## src/rtl/int_sequencer_if.sv

```systemverilog
// Core-side handshake between the bus/decode stage and the interrupt sequencer.
interface int_sequencer_if;
  logic        sync;
  logic [7:0]  data_i;
  logic [7:0]  pstatus_i;
  logic        vec_ack;
  logic [7:0]  opcode_o;
  logic        opcode_valid;
  logic        inject;
  logic        pc_hold;
  logic        push_inhibit;
  logic        b_flag;
  logic [1:0]  int_kind;
  logic [15:0] vector;

  modport master (
    output sync, data_i, pstatus_i, vec_ack,
    input  opcode_o, opcode_valid, inject, pc_hold, push_inhibit,
           b_flag, int_kind, vector
  );

  modport slave (
    input  sync, data_i, pstatus_i, vec_ack,
    output opcode_o, opcode_valid, inject, pc_hold, push_inhibit,
           b_flag, int_kind, vector
  );
endinterface

```

## src/rtl/int_sequencer.sv

```systemverilog
// Opcode-fetch interrupt sequencer: passes fetched opcodes or forces BRK for
// pending RESET/NMI/IRQ, and supplies the matching vector and push controls.
module int_sequencer #(
  parameter int unsigned SYNC_STAGES = 2,
  parameter logic [15:0] RESET_VEC   = 16'hFFFC,
  parameter logic [15:0] NMI_VEC     = 16'hFFFA,
  parameter logic [15:0] IRQ_VEC     = 16'hFFFE
) (
  input  logic             clk,
  input  logic             rst_n,
  input  logic             irq_n,
  input  logic             nmi_n,
  int_sequencer_if.slave   bus
);

  typedef enum logic {IDLE, SERVICE} state_t;

  state_t state, state_nxt;

  logic [SYNC_STAGES-1:0] irq_sync, nmi_sync;
  logic        nmi_s_d, nmi_edge, irq_act;
  logic        nmi_pend, rst_pend;
  logic        clr_nmi, clr_rst;

  logic [7:0]  opcode_nxt;
  logic        valid_nxt, inject_nxt, pc_hold_nxt, push_inh_nxt, b_flag_nxt;
  logic [1:0]  kind_nxt;
  logic [15:0] vector_nxt;

  assign nmi_edge = nmi_s_d & ~nmi_sync[SYNC_STAGES-1];
  assign irq_act  = ~irq_sync[SYNC_STAGES-1] & ~bus.pstatus_i[2];

  always_ff @(posedge clk or negedge rst_n) begin
    if (!rst_n) begin
      irq_sync <= '1;
      nmi_sync <= '1;
      nmi_s_d  <= 1'b1;
      nmi_pend <= 1'b0;
      rst_pend <= 1'b1;
    end else begin
      irq_sync <= {irq_sync[SYNC_STAGES-2:0], irq_n};
      nmi_sync <= {nmi_sync[SYNC_STAGES-2:0], nmi_n};
      nmi_s_d  <= nmi_sync[SYNC_STAGES-1];
      // A new edge wins over clearing, so it is never lost behind a service.
      nmi_pend <= nmi_edge | (nmi_pend & ~clr_nmi);
      rst_pend <= rst_pend & ~clr_rst;
    end
  end

  always_ff @(posedge clk or negedge rst_n) begin
    if (!rst_n) begin
      state            <= IDLE;
      bus.opcode_o     <= 8'h00;
      bus.opcode_valid <= 1'b0;
      bus.inject       <= 1'b0;
      bus.pc_hold      <= 1'b0;
      bus.push_inhibit <= 1'b0;
      bus.b_flag       <= 1'b0;
      bus.int_kind     <= 2'd3;
      bus.vector       <= RESET_VEC;
    end else begin
      state            <= state_nxt;
      bus.opcode_o     <= opcode_nxt;
      bus.opcode_valid <= valid_nxt;
      bus.inject       <= inject_nxt;
      bus.pc_hold      <= pc_hold_nxt;
      bus.push_inhibit <= push_inh_nxt;
      bus.b_flag       <= b_flag_nxt;
      bus.int_kind     <= kind_nxt;
      bus.vector       <= vector_nxt;
    end
  end

  always_comb begin
    state_nxt = state;
    unique case (state)
      IDLE:
        if (bus.sync && (rst_pend || nmi_pend || irq_act || bus.data_i == 8'h00))
          state_nxt = SERVICE;
      SERVICE:
        if (bus.vec_ack) state_nxt = IDLE;
      default: state_nxt = IDLE;
    endcase
  end

  always_comb begin
    opcode_nxt   = bus.opcode_o;
    valid_nxt    = 1'b0;
    inject_nxt   = bus.inject;
    pc_hold_nxt  = bus.pc_hold;
    push_inh_nxt = bus.push_inhibit;
    b_flag_nxt   = bus.b_flag;
    kind_nxt     = bus.int_kind;
    vector_nxt   = bus.vector;
    clr_nmi      = 1'b0;
    clr_rst      = 1'b0;
    unique case (state)
      IDLE:
        if (bus.sync) begin
          valid_nxt = 1'b1;
          if (rst_pend || nmi_pend || irq_act) begin
            opcode_nxt   = 8'h00;
            inject_nxt   = 1'b1;
            pc_hold_nxt  = 1'b1;
            b_flag_nxt   = 1'b0;
            push_inh_nxt = rst_pend;
            if (rst_pend) begin
              kind_nxt   = 2'd3;
              vector_nxt = RESET_VEC;
              clr_rst    = 1'b1;
            end else if (nmi_pend) begin
              kind_nxt   = 2'd2;
              vector_nxt = NMI_VEC;
              clr_nmi    = 1'b1;
            end else begin
              kind_nxt   = 2'd1;
              vector_nxt = IRQ_VEC;
            end
          end else begin
            opcode_nxt  = bus.data_i;
            inject_nxt  = 1'b0;
            pc_hold_nxt = 1'b0;
            if (bus.data_i == 8'h00) begin
              b_flag_nxt = 1'b1;
              kind_nxt   = 2'd0;
              vector_nxt = IRQ_VEC;
            end
          end
        end
      SERVICE:
        if (bus.vec_ack) begin
          inject_nxt   = 1'b0;
          pc_hold_nxt  = 1'b0;
          push_inh_nxt = 1'b0;
        end
      default: ;
    endcase
  end

endmodule
```

## src/flat_wrapper.sv

```systemverilog
// flat-port wrapper written by rule: the top's interface ports become plain ports
module int_sequencer_flat 
#(
  parameter int unsigned SYNC_STAGES = 2,
  parameter logic [15:0] RESET_VEC   = 16'hFFFC,
  parameter logic [15:0] NMI_VEC     = 16'hFFFA,
  parameter logic [15:0] IRQ_VEC     = 16'hFFFE
)
  (clk, rst_n, irq_n, nmi_n, bus_sync, bus_data_i, bus_pstatus_i, bus_vec_ack, bus_opcode_o, bus_opcode_valid, bus_inject, bus_pc_hold, bus_push_inhibit, bus_b_flag, bus_int_kind, bus_vector);
  int_sequencer_if bus_i ();
  input  logic clk;
  input  logic rst_n;
  input  logic irq_n;
  input  logic nmi_n;
  input wire logic [$bits(bus_i.sync)-1:0] bus_sync;
  input wire logic [$bits(bus_i.data_i)-1:0] bus_data_i;
  input wire logic [$bits(bus_i.pstatus_i)-1:0] bus_pstatus_i;
  input wire logic [$bits(bus_i.vec_ack)-1:0] bus_vec_ack;
  output wire logic [$bits(bus_i.opcode_o)-1:0] bus_opcode_o;
  output wire logic [$bits(bus_i.opcode_valid)-1:0] bus_opcode_valid;
  output wire logic [$bits(bus_i.inject)-1:0] bus_inject;
  output wire logic [$bits(bus_i.pc_hold)-1:0] bus_pc_hold;
  output wire logic [$bits(bus_i.push_inhibit)-1:0] bus_push_inhibit;
  output wire logic [$bits(bus_i.b_flag)-1:0] bus_b_flag;
  output wire logic [$bits(bus_i.int_kind)-1:0] bus_int_kind;
  output wire logic [$bits(bus_i.vector)-1:0] bus_vector;
  assign bus_i.sync = bus_sync;
  assign bus_i.data_i = bus_data_i;
  assign bus_i.pstatus_i = bus_pstatus_i;
  assign bus_i.vec_ack = bus_vec_ack;
  assign bus_opcode_o = bus_i.opcode_o;
  assign bus_opcode_valid = bus_i.opcode_valid;
  assign bus_inject = bus_i.inject;
  assign bus_pc_hold = bus_i.pc_hold;
  assign bus_push_inhibit = bus_i.push_inhibit;
  assign bus_b_flag = bus_i.b_flag;
  assign bus_int_kind = bus_i.int_kind;
  assign bus_vector = bus_i.vector;
  int_sequencer #(.SYNC_STAGES(SYNC_STAGES), .RESET_VEC(RESET_VEC), .NMI_VEC(NMI_VEC), .IRQ_VEC(IRQ_VEC)) u_core (.clk(clk), .rst_n(rst_n), .irq_n(irq_n), .nmi_n(nmi_n), .bus(bus_i));
endmodule
```

## config.mk

```make
export PLATFORM = sky130hd
export DESIGN_NAME = int_sequencer_flat
export DESIGN_NICKNAME = d
export VERILOG_FILES = /design/src/rtl/int_sequencer_if.sv /design/src/rtl/int_sequencer.sv /design/src/flat_wrapper.sv
export SDC_FILE = /design/constraint.sdc
export NUM_CORES = 1
export LEC_CHECK = 0
export ABC_AREA = 1
export BUFFER_PORTS_ARGS = -buffer_cell sky130_fd_sc_hd__buf_2
export CORE_ASPECT_RATIO = 0.8
export CORE_MARGIN = 5
export CORE_UTILIZATION = 47
export CTS_BUF_LIST = sky130_fd_sc_hd__clkbuf_2 sky130_fd_sc_hd__clkbuf_4 sky130_fd_sc_hd__clkbuf_8
export CTS_CLUSTER_SIZE = 25
export DETAILED_ROUTE_END_ITERATION = 10
export PLACE_DENSITY = 0.8
export SLEW_MARGIN = 40
export SYNTH_ARGS = -nofsm -noshare
export SYNTH_HDL_FRONTEND = slang
export SYNTH_SLANG_ARGS = --single-unit
```

## constraint.sdc

```tcl
create_clock -name clk -period 1.3 [get_ports clk]
set_input_delay 0 -clock clk [delete_from_list [all_inputs] [get_ports clk]]
set_output_delay 0 -clock clk [all_outputs]
set_load 0.01 [all_outputs]
```

# Word-level counts from Yosys, hierarchy flattened
# Cells that the tools add are included.
[op_classes] bitwise=11 n_mux=32 n_eq_ne=3 n_reduce_logical=10
[ops] op="16-bit two-way mux" count=3
[ops] op="1-bit two-way mux" count=20
[ops] op="8-bit zero test" count=1
[ops] op="2-bit two-way mux" count=4
[ops] op="8-bit two-way mux" count=1
[ops] op="1-bit inverter" count=6
[ops] op="1-bit one-hot mux with 2 select lines" count=3
[ops] op="3-bit AND reduction" count=2
[ops] op="1-bit bitwise AND" count=4
[ops] op="2-bit != test (second input constant)" count=2
[ops] op="2-bit AND reduction" count=2
[ops] op="1-bit logical OR" count=3
[ops] op="3-bit two-way mux" count=1
[ops] op="2-bit by 1-bit != test with 1-bit output (second input constant)" count=1
[ops] op="2-bit nonzero test" count=1
[ops] op="1-bit logical AND" count=1
[ops] op="1-bit OR" count=1
[word_totals] inputBits=22 elab_cells=69 output_inout_bits=31 register_bits=38

# Longest topological paths before layout
[depth] word_depth=9 ltp_mapped=7 mapped_depth_nobuf=7

# Worst setup path after synthesis
# OpenSTA, ideal clock, no wires.
[synth_path] path_type="register -> register" start="register u_core.irq_sync[1]" end="register u_core.bus.vector[1] (netlist bit)" stages_incl_launch_ff=8 required_ns=1.184 synth_period_minus_slack_ns=1.045 path_slack_ns=0.255 setup_ns=0.116 path_buffers=0 t_arrival_ns=0.928 path_cell_list="dfstp_2 -> nor2_1 -> inv_1 -> nand2_4 -> nand2_8 -> nand2_4 -> nand2_1 -> nand2_1"
[synth_between] elab_chain_cells=5 word_cells_on_any_way=6 cone_classes="1 x mux; 2 x bitwise; 3 x reduce/logical"
[synth_lines] item="from (decl)" line="int_sequencer.sv:20" rtl="logic [SYNC_STAGES-1:0] irq_sync, nmi_sync;"
[synth_lines] item="from (signal assigned)" line="int_sequencer.sv:41" rtl="irq_sync <= {irq_sync[SYNC_STAGES-2:0], irq_n};"
[synth_lines] item="1-bit inverter (*)" line="int_sequencer.sv:31" rtl="assign irq_act = ~irq_sync[SYNC_STAGES-1] & ~bus.pstatus_i[2];"
[synth_lines] item="1-bit bitwise AND (*)" line="int_sequencer.sv:31"
[synth_lines] item="1-bit logical OR (*)" line="int_sequencer.sv:101" rtl="if (rst_pend || nmi_pend || irq_act) begin"
[synth_lines] item="2-bit nonzero test (no line)"
[synth_lines] item="3-bit AND reduction (no line)"
[synth_lines] item="to (signal assigned)" line="int_sequencer.sv:70" rtl="bus.vector <= vector_nxt;"
[synth_lines] item="to (decl)" line="int_sequencer_if.sv:25" rtl="b_flag, int_kind, vector"
# Mark *: on every way between the ends. The rest lies on a longest branch, timed or not.
# A chain may end at the register's enable or synchronous reset.

# Worst setup path after layout
# Same ends and word-level chain as after synthesis.

==> impl_metrics.csv <==
group,metric,value,unit
status,status,"finished, final reports clean",
timing,clock_skew,2.356,ps
timing,tns,0,ps
cells_and_area,final_nets,181,
cts,clk_path_buf_depth,2,
placed_design,io_buffers,31,
synthesis,synthTopCellsByCount,"nand2_1, buf_4, dfrtp_1, dfstp_2",
grt,grt.total_usage,0.1411,
synthesis,syn-cell-area,1115,sq um
pwr,power.density,1462,nW/um^2
routing,postRouteAntennaNets,0,
grt,grt_overflow,0,
pwr,vdd_ir_drop_max,695.6,uV
cells_and_area,area_delta_synth_final,26.04,%
grt,grt_util_met2,0.2654,
timing,setup_viol,0,
routing,avgRoutedWirePerCell,11.78,um
critical_path,crit_path_start_kind,"register",
synthesis,ys_async_sr_fraction,1.000,
cts,clkTransAtPathRegs,120,ps
critical_path,crit_required,1520,ps
synthesis,ys.flop_type,"dfrtp_1",
synthesis,synth_cells,114,
grt,antenna_found_initial,0,
timing,worst_slew_pin_slew,522.7,ps
placed_design,place_ws,156.4,ps
placed_design,hpwl,1.568,mm
placed_design,placed_cell_area,1222,sq um
floorplan,pin_count,53,
critical_path,worstPathMaxFanout,9,
timing,relSlewSlack,0.6516,
cells_and_area,drive_gt1_frac,0.3544,
cts,cts_setup_buffers,0,
floorplan,die_width,64.45,um
floorplan,core_area,2215,sq um
routing,drt_iter0_markers,17,
cells_and_area,diodes,0,
synthesis,synth-seq-cells,24,
cts,cts_tree,"built",
critical_path,worstPathArrival,1370,ps
flow_run,drv_cap,0,
cts,cts_resized,0,
floorplan,die_area,3452,sq um
synthesis,yosysTopAreaCellShare,0.3367,
cts,cts_buffers,3,
synthesis,synth_edf_count,0,
grt,grt_busiest_layer,"met2",
grt,grt_pass1_wl,3.698,mm
timing,fmax,872.6,MHz
pwr,p_leak,0.7381,nW
cells_and_area,nFillCells,187,
cts,ctsHoldBuffers,13,
timing,fin_crit,1146,ps
routing,routed_wirelength,2.155,mm
floorplan,initial_utilization,0.5034,
floorplan,die_h,53.56,um
routing,dr.pass1.iters,4,
routing,drcViolationCount,0,
cts,cts_root_buffer,"clkbuf_4",
synthesis,synthMostInstantiatedCell,"nand2_1",
routing,dr_total_vias,816,
cts,cts.sinks,24,
grt,met1_usage,0.1573,
synthesis,synth_top_area_cell,"dfrtp_1",
synthesis,synth.avg_cell_area,9.779,sq um
placed_design,gp_congestion,0.7208,
worst_hold_path,hold_class,"input port to register",
cells_and_area,design_area,1405,sq um
timing,hold_violations,0,
grt,gr-usage-met3,0.04802,
synthesis,ys_warn_count,0,
timing,period_share,0.8816,
grt,grt_max_degree,25,
routing,avgViaCountPerCell,4.459,
timing,maxSlewViolCount,0,
critical_path,cp-end-kind,"register",
synthesis,ys_types,21,
synthesis,seq_area_frac_synth,0.5488,
timing,worst_slack,154.0,ps
timing,rsz0062_at_grt,"false",
grt,grt_pass1_vias,848,
synthesis,synthTopCellsByArea,"dfrtp_1, dfstp_2, buf_4",
cts,h-tree-depth,1,
critical_path,crit_type,"register to register",
floorplan,rows,15,
cts,clk_latency,310,ps
==> routing by layer <==
metal | routed length, um | share of wire
met1 | 925 | 0.43
met5 | 0 | 0
met3 | 205 | 0.095
met2 | 1024 | 0.48
met4 | 0 | 0
==> report_power, final <==
group	total (W)	leakage, nW	internal, W	switching [W]
Sequential	0.000982	0.289	0.000910	0.0000719
Clock	0.000527	0.0279	0.000312	0.000215
Combinational	0.000545	0.421	0.000224	0.000321
==> registers in the layout, indices dropped and copies added (netlist names) <==
name,count
u_core.bus.opcode_valid,1
u_core.state,1
u_core.bus.push_inhibit,1
u_core.bus.vector,2
u_core.nmi_sync,2
u_core.bus.int_kind,2
u_core.bus.inject,1
u_core.nmi_s_d,1
u_core.bus.opcode_o,8
u_core.rst_pend,1
u_core.nmi_pend,1
u_core.irq_sync,2
u_core.bus.b_flag,1
==> kinds of logic after synthesis <==
group | after synthesis | share of synthesized area
simple gates | 49 | 0.2301
buf+inv | 25 | 0.1470
flops | 24 | 0.5488
compound gates | 14 | 0.06734
other cells | 2 | 0.006737
==> placed cells by master (no fill, tap or decap) <==
cell,n
clkbuf_4,3
buf_4,1
nor2_1,4
dlygate4sd3_1,13
or2_4,1
dfrtp_1,15
inv_2,1
nand2_1,29
o21ai_0,5
buf_2,31
inv_1,6
dfstp_2,9
nor2_2,1
nor2_4,2
nand2_2,1
nand2_4,3
o211ai_1,1
a21boi_1,1
bufinv_16,1
o21ai_1,7
nand2_8,1
nand3_1,7
conb_1,14
inv_4,1
==> worst max-delay path, cell delays in order (launching register included) <==
cell and delay, ps:
dfstp_2 530, nor2_1 30, inv_1 90, nand2_4 120, nand2_8 110, nand2_4 60
nand2_1 60, nand2_1 50
==> path summary, 6_finish.rpt <==
path	start	endpoint	slack (ps)	depth (start not counted)
worst min register to register	u_core.irq_sync[0]$_DFF_PN1_	u_core.irq_sync[1]$_DFF_PN1_	370	0
worst min-delay path	bus_pstatus_i[2]	u_core.bus.int_kind[0]$_DFFE_PN1P_	80	6
worst max-delay path	u_core.irq_sync[1]$_DFF_PN1_	u_core.bus.vector[1]$_DFFE_PN0P_	150	7
worst max register to register	u_core.irq_sync[1]$_DFF_PN1_	u_core.bus.vector[1]$_DFFE_PN0P_	150	7
max in group asynchronous	rst_n	u_core.nmi_s_d$_DFF_PN1_	750	2
min in group asynchronous	rst_n	u_core.bus.vector[1]$_DFFE_PN0P_	180	2
==> stage by stage <==
step / utilization / instances / hold WS [ps] / total power (W)
after global placement: 0.5520 / 166 / -5.268 / 0.001499
final: 0.6345 / 183 / 78.69 / 0.002054
after floorplan: - / 126 / -295.6 / 0.001357
after CTS: 0.6345 / 183 / 69.71 / 0.002082
after detailed placement: 0.5520 / 166 / 7.387 / 0.001519
after global routing: 0.6345 / 183 / 74.09 / 0.002190
==> layout make-up <==
class                   instances  area, sq um  share of cell area
multi-input cells              77        384.1              0.2734
clock inverters                 1        30.03             0.02137
clock buffers                   3        22.52             0.01603
repair buffers                 45        292.8              0.2084
flip-flops and latches         24        611.8              0.4354
well taps                      25        31.28             0.02226
inverters                       8        32.53             0.02315
(Power assumes the default switching activity.)
